==> src/rtl/spi_mem_pkg.sv <==
`default_nettype none
// ============================================================================
// Module : spi_mem_pkg
// Brief  : State encoding and command opcodes shared by the SPI burst memory.
// Rev    : 1.0  initial release
// ============================================================================
package spi_mem_pkg;

  typedef enum logic [3:0] {
    IDLE    = 4'd0,
    CMD     = 4'd1,
    LEN     = 4'd2,
    ADDR    = 4'd3,
    WDATA   = 4'd4,
    TURN    = 4'd5,
    RDATA   = 4'd6,
    DONE    = 4'd7,
    WAIT_CS = 4'd8
  } state_e;

  localparam logic OP_WRITE = 1'b1;
  localparam logic OP_READ  = 1'b0;

endpackage
`default_nettype wire

==> src/rtl/spi_mem_array.sv <==
`default_nettype none
// ============================================================================
// Module : spi_mem_array
// Brief  : DEPTH x DW storage, one synchronous write port, one async read port.
// Rev    : 1.0  initial release
// ============================================================================
module spi_mem_array #(
  parameter int DW    = 8,
  parameter int AW    = 5,
  parameter int DEPTH = 32
) (
  input  logic          clk,
  input  logic          we_i,
  input  logic [AW-1:0] waddr_i,
  input  logic [DW-1:0] wdata_i,
  input  logic [AW-1:0] raddr_i,
  output logic [DW-1:0] rdata_o
);

  localparam logic [AW:0] DEPTH_W = (AW+1)'(DEPTH);

  // Contents start at zero and are deliberately untouched by reset.
  logic [DW-1:0] mem_q [DEPTH] = '{default: '0};

  always_ff @(posedge clk) begin
    if (we_i && ({1'b0, waddr_i} < DEPTH_W)) begin
      mem_q[waddr_i] <= wdata_i;
    end
  end

  assign rdata_o = ({1'b0, raddr_i} < DEPTH_W) ? mem_q[raddr_i] : '0;

endmodule
`default_nettype wire

==> src/rtl/spi_mem_burst.sv <==
`default_nettype none
// ============================================================================
// Module : spi_mem_burst
// Brief  : Serial burst read/write front end for a small word memory.
// Rev    : 1.0  initial release
// ============================================================================
module spi_mem_burst
  import spi_mem_pkg::*;
#(
  parameter int DW    = 8,
  parameter int AW    = 5,
  parameter int DEPTH = 32,
  parameter int LW    = 3
) (
  input  logic clk,
  input  logic rst_n,
  input  logic cs,
  input  logic mosi,
  output logic ready,
  output logic miso,
  output logic op_done,
  output logic err
);

  localparam int MAXW = (DW > AW) ? ((DW > LW) ? DW : LW) : ((AW > LW) ? AW : LW);
  localparam int CW   = $clog2(MAXW) + 1;

  localparam logic [CW-1:0] LAST_LEN_BIT  = CW'(LW - 1);
  localparam logic [CW-1:0] LAST_ADDR_BIT = CW'(AW - 1);
  localparam logic [CW-1:0] LAST_DATA_BIT = CW'(DW - 1);
  localparam logic [AW-1:0] LAST_ADDR     = AW'(DEPTH - 1);
  localparam logic [AW:0]   DEPTH_W       = (AW+1)'(DEPTH);

  state_e        state_q;
  logic          op_q;
  logic          valid_q;
  logic [LW-1:0] len_q;
  logic [LW-1:0] word_q;
  logic [AW-1:0] addr_q;
  logic [CW-1:0] bit_q;
  logic [DW-1:0] sh_q;
  logic          ready_q, miso_q, op_done_q, err_q;

  logic [LW-1:0] len_in;
  logic [AW-1:0] addr_in;
  logic [DW-1:0] wr_word;
  logic [DW-1:0] sh_next;
  logic [AW-1:0] rd_addr;
  logic [DW-1:0] rd_data;
  logic [DW-1:0] rd_word;
  logic          we;

  function automatic logic [AW-1:0] addr_inc(input logic [AW-1:0] a);
    return (a >= LAST_ADDR) ? '0 : a + AW'(1);
  endfunction

  // Serial fields arrive LSB first, so each new bit enters at the top.
  assign len_in  = (len_q >> 1)  | (LW'(mosi) << (LW - 1));
  assign addr_in = (addr_q >> 1) | (AW'(mosi) << (AW - 1));
  assign wr_word = (sh_q >> 1)   | (DW'(mosi) << (DW - 1));
  assign sh_next = sh_q >> 1;

  assign we      = (state_q == WDATA) && !cs && valid_q && (bit_q == LAST_DATA_BIT);
  assign rd_addr = (state_q == TURN) ? addr_q : addr_inc(addr_q);
  assign rd_word = valid_q ? rd_data : '0;

  spi_mem_array #(
    .DW    (DW),
    .AW    (AW),
    .DEPTH (DEPTH)
  ) u_mem (
    .clk     (clk),
    .we_i    (we),
    .waddr_i (addr_q),
    .wdata_i (wr_word),
    .raddr_i (rd_addr),
    .rdata_o (rd_data)
  );

  always_ff @(posedge clk) begin
    if (!rst_n) begin
      state_q   <= IDLE;
      op_q      <= OP_READ;
      valid_q   <= 1'b0;
      len_q     <= '0;
      word_q    <= '0;
      addr_q    <= '0;
      bit_q     <= '0;
      sh_q      <= '0;
      ready_q   <= 1'b0;
      miso_q    <= 1'b0;
      op_done_q <= 1'b0;
      err_q     <= 1'b0;
    end else begin
      op_done_q <= 1'b0;
      err_q     <= 1'b0;
      if (cs && (state_q inside {CMD, LEN, ADDR, WDATA, TURN, RDATA})) begin
        state_q <= IDLE;
        err_q   <= 1'b1;
        ready_q <= 1'b0;
        miso_q  <= 1'b0;
        bit_q   <= '0;
        word_q  <= '0;
        sh_q    <= '0;
      end else begin
        unique case (state_q)
          IDLE: begin
            ready_q <= 1'b0;
            miso_q  <= 1'b0;
            if (!cs) begin
              state_q <= CMD;
              valid_q <= 1'b0;
              len_q   <= '0;
              addr_q  <= '0;
              word_q  <= '0;
              bit_q   <= '0;
              sh_q    <= '0;
            end
          end
          CMD: begin
            op_q    <= mosi ? OP_WRITE : OP_READ;
            state_q <= LEN;
          end
          LEN: begin
            len_q <= len_in;
            if (bit_q == LAST_LEN_BIT) begin
              bit_q   <= '0;
              state_q <= ADDR;
            end else begin
              bit_q <= bit_q + CW'(1);
            end
          end
          ADDR: begin
            addr_q <= addr_in;
            if (bit_q == LAST_ADDR_BIT) begin
              bit_q   <= '0;
              valid_q <= ({1'b0, addr_in} < DEPTH_W);
              state_q <= (op_q == OP_READ) ? TURN : WDATA;
            end else begin
              bit_q <= bit_q + CW'(1);
            end
          end
          WDATA: begin
            sh_q <= wr_word;
            if (bit_q == LAST_DATA_BIT) begin
              bit_q <= '0;
              if (word_q == len_q) begin
                state_q   <= DONE;
                op_done_q <= 1'b1;
                err_q     <= !valid_q;
              end else begin
                word_q <= word_q + LW'(1);
                addr_q <= addr_inc(addr_q);
              end
            end else begin
              bit_q <= bit_q + CW'(1);
            end
          end
          TURN: begin
            sh_q    <= rd_word;
            miso_q  <= rd_word[0];
            ready_q <= 1'b1;
            bit_q   <= '0;
            word_q  <= '0;
            state_q <= RDATA;
          end
          RDATA: begin
            if (bit_q == LAST_DATA_BIT) begin
              bit_q <= '0;
              if (word_q == len_q) begin
                state_q   <= DONE;
                ready_q   <= 1'b0;
                miso_q    <= 1'b0;
                op_done_q <= 1'b1;
                err_q     <= !valid_q;
              end else begin
                // Next word is fetched at the wrapped address so no gap cycle appears.
                word_q <= word_q + LW'(1);
                addr_q <= addr_inc(addr_q);
                sh_q   <= rd_word;
                miso_q <= rd_word[0];
              end
            end else begin
              sh_q   <= sh_next;
              miso_q <= sh_next[0];
              bit_q  <= bit_q + CW'(1);
            end
          end
          DONE: begin
            state_q <= WAIT_CS;
          end
          WAIT_CS: begin
            if (cs) state_q <= IDLE;
          end
          default: state_q <= IDLE;
        endcase
      end
    end
  end

  assign ready   = ready_q;
  assign miso    = miso_q;
  assign op_done = op_done_q;
  assign err     = err_q;

endmodule
`default_nettype wire

==> config.mk <==
export PLATFORM = sky130hd
export DESIGN_NAME = spi_mem_burst
export DESIGN_NICKNAME = d
export VERILOG_FILES = /design/src/rtl/spi_mem_pkg.sv /design/src/rtl/spi_mem_array.sv /design/src/rtl/spi_mem_burst.sv
export SDC_FILE = /design/constraint.sdc
export NUM_CORES = 1
export LEC_CHECK = 0
export BUFFER_PORTS_ARGS = -buffer_cell sky130_fd_sc_hd__buf_2
export CAP_MARGIN = 5
export CORE_MARGIN = 2
export CORE_UTILIZATION = 40
export DETAILED_ROUTE_END_ITERATION = 10
export GPL_TIMING_DRIVEN = 0
export PLACE_DENSITY = 0.66
export SLEW_MARGIN = 40
export SYNTH_ARGS = -nofsm -noshare
export SYNTH_HDL_FRONTEND = slang
export SYNTH_SLANG_ARGS = --single-unit
export TNS_END_PERCENT = 30
==> constraint.sdc <==
create_clock -name clk -period 3.92 [get_ports clk]
set_input_delay 1.176 -clock clk [delete_from_list [all_inputs] [get_ports clk]]
set_output_delay 1.176 -clock clk [all_outputs]
set_load 0.05 [all_outputs]
**Word-level counts from Yosys, hierarchy flattened**

Memory sizes are Yosys's and may differ from the RTL's.
Index checks and enable logic that the tools add are counted.

- RAM bits: 256
- Output and inout port bits: 4
- Flip-flop bits (word level): 33
- Bits of input ports: 4
- Memories: 1

- Add/subtract/negate cells: 3
- Bitwise gates (word level): 7
- Reductions and logical operators: 27
- Mux-type cells: 46
- Order comparisons: 1
- Eq/ne operators: 22

Memories:

| memory | depth | bits a word | rd ports | clocked after memory_dff | wr ports | RTL line | source |
|---|---|---|---|---|---|---|---|
| u_mem.mem_q | 32 | 8 | 1 | 0 | 1 | spi_mem_array.sv:23 | `logic [DW-1:0] mem_q [DEPTH] = '{default: '0};` |

Operators by type and width:

| operator | number |
|---|---|
| $mux W4 | 10 |
| $mux W8 | 4 |
| $pmux W4 S8 | 1 |
| $pmux W8 S4 | 1 |
| $mux W5 | 5 |
| $eq A4 B3 Y1 const B | 6 |
| $pmux W4 S5 | 1 |
| $mux W1 | 15 |
| $pmux W5 S3 | 1 |
| $eq A4 B2 Y1 const B | 3 |
| $ne A2 B1 Y1 const B | 5 |
| $mux W3 | 3 |
| $pmux W3 S3 | 1 |
| $reduce_and A3 Y1 | 3 |
| $reduce_bool A3 Y1 | 3 |
| $ne A2 B2 Y1 const B | 4 |
| $or A7 B8 Y8 | 1 |
| $reduce_and A4 Y1 | 2 |
| $pmux W1 S3 | 2 |
| $pmux W3 S2 | 1 |
| $reduce_and A6 Y1 | 1 |
| $reduce_bool A6 Y1 | 1 |
| $add A5 B1 Y5 const B | 1 |
| $ge A5 B5 Y1 const B | 1 |
| 20 further kinds | 30 |

**Logic depth before layout (Yosys ltp)**

Gate-level depths: netlist of the first run.
An unclocked memory read counts as a cell.

- Depth after elaboration: 8
- Mapped depth: 12
- Gate-level depth less buffers: 10

**Hierarchy**

Synthesis of the first run repeated with hierarchy kept, for this count alone.

- Cells, all modules: 637
- Area total of the unflattened synthesis: 11787.6 µm²

By module, submodules not included:

| module | seq. area each (µm²) | cells each | area an instance (µm²) | instances |
|---|---|---|---|---|
| spi_mem_array | 7687.4 | 409 | 9893.2 | 1 |
| spi_mem_burst | 640.6 | 228 | 1894.3 | 1 |

**Worst setup path after synthesis of the first run**

OpenSTA, ideal clock, no wires.

- Path type: in2reg
- From: in cs
- To: reg sh_q[1]
- Data arrival time: 2837 ps
- Required time: 3784 ps
- Stages: 9
- Setup slack: 947 ps
- Buffers on the path: 2
- Cell sequence: clkbuf_1 -> nand2b_1 -> o31ai_2 -> inv_1 -> and3_1 -> buf_1 -> a22o_1 -> a221oi_1 -> o211ai_1

- Longest elaborated chain between the ends: 2

RTL lines:

| item | RTL line | source |
|---|---|---|
| start, declared | spi_mem_burst.sv:17 | `input logic cs,` |
| $ne A2 B2 Y1 (no line) or $logic_and A1 B1 Y1 (tied branches) | n/a |  |
| $reduce_and A3 Y1 (no line) or $reduce_or A2 Y1 (tied branches) | n/a |  |
| end signal, assigned | spi_mem_burst.sv:144 | `sh_q <= wr_word;` |
| end signal, assigned | spi_mem_burst.sv:160 | `sh_q <= rd_word;` |
| end signal, assigned | spi_mem_burst.sv:180 | `sh_q <= rd_word;` |
| end, declared | spi_mem_burst.sv:41 | `logic [DW-1:0] sh_q;` |

Parallel ways exist; a longest one is shown, timed or not.
A chain may end at the register's enable or synchronous reset.

**Worst setup path after layout of the first run**

- From: reg addr_q[1]
- To: reg sh_q[6]

- Longest elaborated chain between the ends: 8

RTL lines:

| item | RTL line | source |
|---|---|---|
| start, declared | spi_mem_burst.sv:39 | `logic [AW-1:0] addr_q;` |
| start signal, assigned | spi_mem_burst.sv:134 | `addr_q <= addr_in;` |
| start signal, assigned | spi_mem_burst.sv:153 | `addr_q <= addr_inc(addr_q);` |
| start signal, assigned | spi_mem_burst.sv:179 | `addr_q <= addr_inc(addr_q);` |
| $add A5 B1 Y5 or $ge A5 B5 Y1 (tied branches) | spi_mem_burst.sv:54 | `return (a >= LAST_ADDR) ? '0 : a + AW'(1);` |
| $mux W5 | spi_mem_burst.sv:54 |  |
| $mux W5 * | spi_mem_burst.sv:64 | `assign rd_addr = (state_q == TURN) ? addr_q : addr_inc(addr_q);` |
| $mem_v2 Z32 W8 * | n/a |  |
| $mux W8 * | spi_mem_burst.sv:65 | `assign rd_word = valid_q ? rd_data : '0;` |
| $mux W8 | spi_mem_burst.sv:170 | `if (word_q == len_q) begin` |
| $mux W8 | spi_mem_burst.sv:168 | `if (bit_q == LAST_DATA_BIT) begin` |
| $pmux W8 S4 * | spi_mem_burst.sv:106 | `unique case (state_q)` |
| end signal, assigned | spi_mem_burst.sv:160 |  |
| end signal, assigned | spi_mem_burst.sv:180 |  |
| end signal, assigned | spi_mem_burst.sv:184 | `sh_q <= sh_next;` |

Every way passes the cells marked *; elsewhere a longest branch is shown, timed or not. The select of a mux whose other input is x is not followed.

==> metrics.txt, run 1 <==
Final ANT Viol Nets=0; DP HPWL=around 21000 microns; drt total wl=about 33000 microns; Final Util=0.456; share of layout cells above drive strength 1=0.149; top cell type's share of synthesized area=0.627; Rows=64; largest cells by area after synthesis=edfxtp_1 63%, dfxtp_1 5.2%, nand2_1 4.8%; Arr. time, crit path=between 4 and 5 ns; Slew @ Worst Pin=between 0.8 and 0.9 ns; Post-Syn Nets=approximately 930; crit path kind=flip-flop to flip-flop; initial antenna violation count=0; CP max stage cell=o311ai_2; f_max=0.261 GHz; number of synthesized flops with an enable pin=256; FF-to-FF End=sh_q[6]; sw power=2.30 mW; xor/xnor share of the synthesized area=0.00357; sequential area share after synthesis=0.679; final instance area=about 14000 sq um; Hold WC Path Type=flip-flop to flip-flop; vias in the first global route=between 7000 and 8000; initial detailed-routing violation count=approximately 1000; gr ovfl total=0; Synth Area in Simple Gates=0.127; combinational power share=0.208; IO Count=8; Sink Count=288; CORE AREA=approximately 30000 sq um; CTS tree=built; maximum buffer depth of the clock tree=3; crit start category=flip-flop; power density cells=roughly 560 nW/um^2; Clock Latency Late Sink=approximately 0.56 ns; Synth cell types=67; Crit Path Max Fanout=10; Netlist Area Pre-Place=12300 sq um; final total power=7.80 mW; drc violations=0; Layout area overhead=12.8%; Synth Flop Type=edfxtp_1; Peak VDD IR=roughly 0.30 mV; asr flop ratio synth=0; max incr delay on CP=~0.77 ns; CTS H-Tree Depth=1; GP Congestion=0.986; Pint=between 5 and 6 mW; cells on worst reg2reg path=10; largest family of logic cells by synthesized area=simple AND/OR/NAND/NOR gates; clock skew=0.0149 ns; Final Cycle Share=0.976; CTS Root Cell=clkbuf_16; pin count of the biggest net entering global routing=37; total leakage power=4.34 nW; Max-Cap Viols=0; Post-CTS Hold Fix Bufs=0; Slew Limit Fails=0; ANT cells=0; Die H=~180 microns; via count=8076; dpl cell area=12800 sq um; RR Startpoint=addr_q[1]; clk slew on worst S/H paths=roughly 0.070 ns; Syn Inst Count=912; Yosys reg bits=about 290; switching part of the total power=0.295; Adder-Cell Fraction of Synth Area=0.00918; CP Cell Sequence=ha_1 > and3_1 > ha_1 > o21bai_1 > o311ai_2 > buf_2 > buf_2 > a311oi_1 > o21ai_0 > o211ai_1; Total GRT Usage=0.208; critical path required time=approximately 4.3 ns; r2r setup slk=0.09 ns; final setup violation count=0; Fill cells=between 2000 and 3000; post-layout min period=3.83 ns; clock share of power=0.363; Seq pwr share=0.429; mux cell area share after synthesis=0.0374; Yosys top cell by area=edfxtp_1; I/O Buffers=6; RSZ-0062 raised after global routing=yes; Crit. End Element=flip-flop; final worst slack=roughly 0.094 ns; Compound-Gate Fraction of Synth Area=0.116; hold path cells=2; final hold vios=0; Initial Util=0.404; vias per cell=between 5 and 6; Nets=around 960; hold wc startpoint=op_q; Routed WL per cell=about 24 microns; die width=approximately 180 microns; Slew HR=0.423; Num CTS Buffers=29; status=completed; Pre-antenna DRT Iters=6; mean cell area of the mapped netlist=between 10 and 15 sq um; hold path endpoint=op_q; worst slack at placement=0.154 ns; die area=between 30000 and 40000 sq um; first-pass GRT wire length=around 50000 microns; setup TNS=0 ns; yosys warns=0
[synthesized netlist by cell type (all sizes together), types with 8 or more instances]
cell type / number
edfxtp: 256
nor3: 8
inv: 8
mux4: 16
nand2: 158
and2: 38
buf: 40
a311oi: 18
nand3: 16
o21ai: 15
and3: 12
nor2: 62
dfxtp: 32
clkbuf: 15
a31oi: 27
a21oi: 21
nor2b: 9
ha: 9
a211oi: 42
[critical path, delay by kind of cell, from the launching register on]
family          cells  cell delay, ns
flops               1            0.39
fa+ha+maj           2            0.55
buf+inv             2            0.74
simple gates        1            0.20
compound gates      5            1.80
[what timing repair did]
item / 4_1_cts / 5_1_grt
resized for setup: 0 / 2
setup buffers: 0 / 0
setup endpoints to repair: 0 / 2
[per-stage QoR]
step | instances | hold WS [ns]
3_5_place_dp | 1314 | 0.459
3_3_place_gp | 1314 | 0.451
4_1_cts | 1368 | 0.467
5_1_grt | 1368 | 0.509
6_report | 1368 | 0.469
2_1_floorplan | 912 | 0.438
[cells in the final DEF (no fill, tap or decap), types with 16 or more instances in the layout]
cell type / instances
nor2_1: 47
dfxtp_1: 25
clkbuf_1: 19
and2_1: 27
a311oi_1: 18
nand2_1: 158
a211oi_1: 37
edfxtp_1: 256
a21oi_1: 21
mux4_2: 16
nand3_1: 16
clkbuf_16: 29
a31oi_1: 27
buf_2: 28
[layer usage]
layer	GRT usage	vias to the layer above	wire length (microns)	part of all wire
met5	0	-	0	0
met4	0.0684	0	1070	0.033
met3	0.0282	80	3090	0.094
met2	0.337	450	15200	0.46
met1	0.289	3981	13500	0.41
li1	-	3565	-	-
[power by group through the flow]
stage / Combinational (mW) / Sequential, mW / Clock, mW
floorplan: 1.03 / 3.41 / 0
global placement: 1.57 / 3.41 / 0
detailed placement: 1.59 / 3.41 / 0
CTS: 1.60 / 3.34 / 2.86
global route: 1.73 / 3.34 / 2.97
finish: 1.62 / 3.34 / 2.83
[sequential cells by signal (all words and copies together) (netlist names)]
signal and flops:
u_mem.mem_q 256, sh_q 7, addr_q 5, bit_q 4, state_q 4, len_q 3, word_q 3, err 1
miso 1, op_done 1, op_q 1, ready 1, valid_q 1
[area by class of cell]
| class | instances | area, sq um | share of cell area |
|---|---|---|---|
| clock buffer | 37 | 786 | 0.0568 |
| clock inverter | 17 | 191 | 0.0138 |
| tap | 396 | 495 | 0.0358 |
| inverter | 8 | 30.0 | 0.00217 |
| multi-input combinational | 561 | 3650 | 0.264 |
| timing repair buffer | 6 | 30.0 | 0.00217 |
| buffer | 55 | 307 | 0.0222 |
| sequential | 288 | 8340 | 0.603 |
[how the worst max path moves through the flow]
stage	from	to	slack [ns]	cells after the start
2_1_floorplan	cs	sh_q[1]	0.95	9
3_3_place_gp	addr_q[3]	miso	0.14	10
3_5_place_dp	addr_q[3]	miso	0.15	10
4_1_cts	addr_q[3]	miso	0.06	10
5_1_grt	addr_q[3]	sh_q[1]	-0.04	12
6_report	addr_q[1]	sh_q[6]	0.09	10
[cells by family (layout without fill, tap and decap cells)]
| logic type | after synthesis | after routing |
|---|---|---|
| AOI/OAI and AO/OA | 189 | 189 |
| xor gates and xnor gates | 5 | 5 |
| adders and majority gates | 9 | 9 |
| buffers and inverters | 63 | 123 |
| DFF | 288 | 288 |
| muxes | 24 | 24 |
| and+or+nand+nor | 334 | 334 |
No activity file was read; power rests on OpenSTA's default activity.
==> run 2: changes to the inputs <==
Settings changed: CELL_PAD_IN_SITES_DETAIL_PLACEMENT set to 1, CELL_PAD_IN_SITES_GLOBAL_PLACEMENT set to 2, PLACE_DENSITY 0.66 to unset, PLACE_DENSITY_LB_ADDON set to 0.1.
==> run 2 against run 1 <==
Against the previous run: sequential share of layout area is 0.28 points lower; worst hold slack better by 0.020 ns; final cell count is 0.29% higher; sequential power hardly changed; utilization is 0.24 points higher; die area stayed put; count of clock-buffer cells in the layout is 3 lower; global-route usage is 3.7 points higher; largest power group unchanged; worst setup slack better by 0.13 ns; fmax is 3.5% higher; flip-flop and latch count stayed put; non-clock buffer count stayed put.
==> metrics.txt, run 2 (synthesis results as in run 1) <==
status=completed; critical path required time=4.37 ns (+0.04 ns); RSZ-0062 raised after global routing=yes; Hold WC Path Type=flip-flop to flip-flop; share of layout cells above drive strength 1=0.162 (+0.0127); post-CTS repair timing setup buffer count=0 (unchanged); die width=179 microns (unchanged); post-layout min period=3.70 ns (-0.128 ns); Peak VDD IR=0.333 mV (+11%); Slew HR=0.419 (-0.00406); Slew @ Worst Pin=0.868 ns (+0.00289 ns); Final Cycle Share=0.943 (-0.0327); Pre-antenna DRT Iters=5 (-1); Pint=5.48 mW (-0.29%); max incr delay on CP=0.51 ns (-0.26 ns); first-pass GRT wire length=55900 microns (+15%); CP Cell Sequence=ha_1 > and3_1 > ha_1 > nor3b_1 > o21ai_0 > o311a_1 > buf_2 > nand2_1 > o22ai_1 > a311o_1 > nand3_1; Initial Util=0.404 (unchanged); leading cell type in the layout, fill and taps excluded=edfxtp_1; DP HPWL=25800 microns (+22%); crit start category=flip-flop; vias in the first global route=8329 (+8.8%); CTS H-Tree Depth=1 (unchanged); Clock Latency Late Sink=0.57 ns (about the same); clock skew=0.0166 ns (+0.00168 ns); pin count of the biggest net entering global routing=37 (unchanged); Arr. time, crit path=4.15 ns (-0.08 ns); CP Buf/Inv Count=1 (-1); I/O Buffers=6 (unchanged); CTS Root Cell=clkbuf_16; most frequent cells in the layout=256 x edfxtp_1, 158 x nand2_1, 46 x nor2_1; Sink Count=288 (unchanged); power density cells=574 nW/um^2 (+1.7%); Total GRT Usage=0.245 (+0.0371); drc violations=0 (unchanged); Final ANT Viol Nets=0 (unchanged); Nets=964 (+0.21%); CP max stage cell=o311a_1; gr ovfl total=0 (unchanged); combinational power share=0.219 (+0.011); vias per cell=5.88 (-0.46%); die area=32100 sq um (unchanged); clk slew on worst S/H paths=0.06 ns (about the same); sw power=2.49 mW (+8.2%); Slew Limit Fails=0 (unchanged); drt total wl=38300 microns (+17%); Crit Path Max Fanout=10 (unchanged); most used cell along the critical path=ha_1; Post-CTS Hold Fix Bufs=0 (unchanged); Die H=179 microns (unchanged); ANT cells=0 (unchanged); IO Count=8 (unchanged); total leakage power=4.36 nW (+0.64%); initial antenna violation count=0 (unchanged); Crit. End Element=flip-flop; via count=8062 (-0.17%); CORE AREA=30300 sq um (unchanged); Rows=64 (unchanged); crit path kind=flip-flop to flip-flop; Layout area overhead=13.4%; Seq pwr share=0.419 (-0.010); initial detailed-routing violation count=757 (-27%); final setup violation count=0 (unchanged); setup TNS=0 ns (unchanged); CTS tree=built; switching part of the total power=0.313 (+0.0174); Fill cells=3086 (+16%); clock share of power=0.362 (about the same); Non-Filler Instances=1372 (+0.29%); biggest regs=u_mem.mem_q (256), sh_q (7), addr_q (5); Largest register FFs=256 (unchanged); Num CTS Buffers=31 (+6.9%); final hold vios=0 (unchanged); f_max=0.270 GHz (+3.5%); r2r setup slk=0.22 ns (+0.13 ns); placed cell count=1314 (unchanged); GP Congestion=0.909 (-7.8%); Reg with most FFs=u_mem.mem_q; delay-heaviest family, CP=compound AO/OA/AOI/OAI gates; Routed WL per cell=27.9 microns (+16%); Max-Cap Viols=0 (unchanged); maximum buffer depth of the clock tree=3 (unchanged)
==> run 2: cell count changes in the layout (fill, tap and decap cells not counted), sizes merged <==
| cell | before | now |
|---|---|---|
| clkbuf | 52 | 48 |
| clkinvlp | 1 | 5 |
| clkinv | 11 | 14 |
| buf | 46 | 47 |
| bufinv | 4 | 3 |
| inv | 9 | 10 |
==> run 2: layout make-up <==
class | count | area [sq um] | share of cell area
Timing Repair Buffer | 6 | 30.0 | 0.00216
Inverter | 8 | 30.0 | 0.00216
Multi-Input combinational cell | 561 | 3690 | 0.265
Clock inverter | 24 | 218 | 0.0157
Buffer | 55 | 312 | 0.0224
Sequential cell | 288 | 8340 | 0.600
Clock buffer | 34 | 787 | 0.0566
Tap cell | 396 | 495 | 0.0356
==> run 2: stage by stage <==
stage / setup WS, ns / util / cell area [sq um] / total power, mW / hold WS, ns
3_5_place_dp: -0.170 / 0.423 / 12800 / 5.13 / 0.480
6_report: 0.222 / 0.458 / 13900 / 7.97 / 0.489
5_1_grt: -0.00126 / 0.458 / 13900 / 8.25 / 0.513
2_1_floorplan: 0.947 / - / 12300 / 4.43 / 0.438
4_1_cts: 0.0263 / 0.456 / 13800 / 8.01 / 0.489
3_3_place_gp: -0.181 / 0.421 / 12800 / 5.09 / 0.450
==> run 2: path summary, 6_finish.rpt <==
kind	from	endpoint	depth (start not counted)
setup / recovery	addr_q[1]	sh_q[2]	11
hold / removal	len_q[0]	len_q[0]	2
setup reg to reg	addr_q[1]	sh_q[2]	11
hold reg to reg	len_q[0]	len_q[0]	2
==> run 2: worst reg2reg max path: stages, from the launching register on <==
cell	delay [ns]
dfxtp_1	0.48
ha_1	0.32
and3_1	0.18
ha_1	0.28
nor3b_1	0.09
o21ai_0	0.18
o311a_1	0.52
buf_2	0.39
nand2_1	0.32
o22ai_1	0.46
a311o_1	0.27
nand3_1	0.09
==> run 2: layer usage <==
metal | global-route usage | part of all wire
met3 | 0.0435 | 0.063
met4 | 0.0694 | 0.027
met1 | 0.337 | 0.43
met5 | 0 | 0
met2 | 0.398 | 0.48
==> run 2: timing repair <==
action,4_1_cts,5_1_grt
resized for setup,2,11
gates cloned,0,0
setup endpoints to repair,4,8
==> run 2: power groups by stage <==
stage / logic [mW] / registers (mW) / clock network (mW)
final: 1.74 / 3.34 / 2.89
after floorplan: 1.03 / 3.41 / 0
after global placement: 1.68 / 3.41 / 0
after global routing: 1.87 / 3.34 / 3.04
after CTS: 1.73 / 3.34 / 2.93
after detailed placement: 1.73 / 3.41 / 0
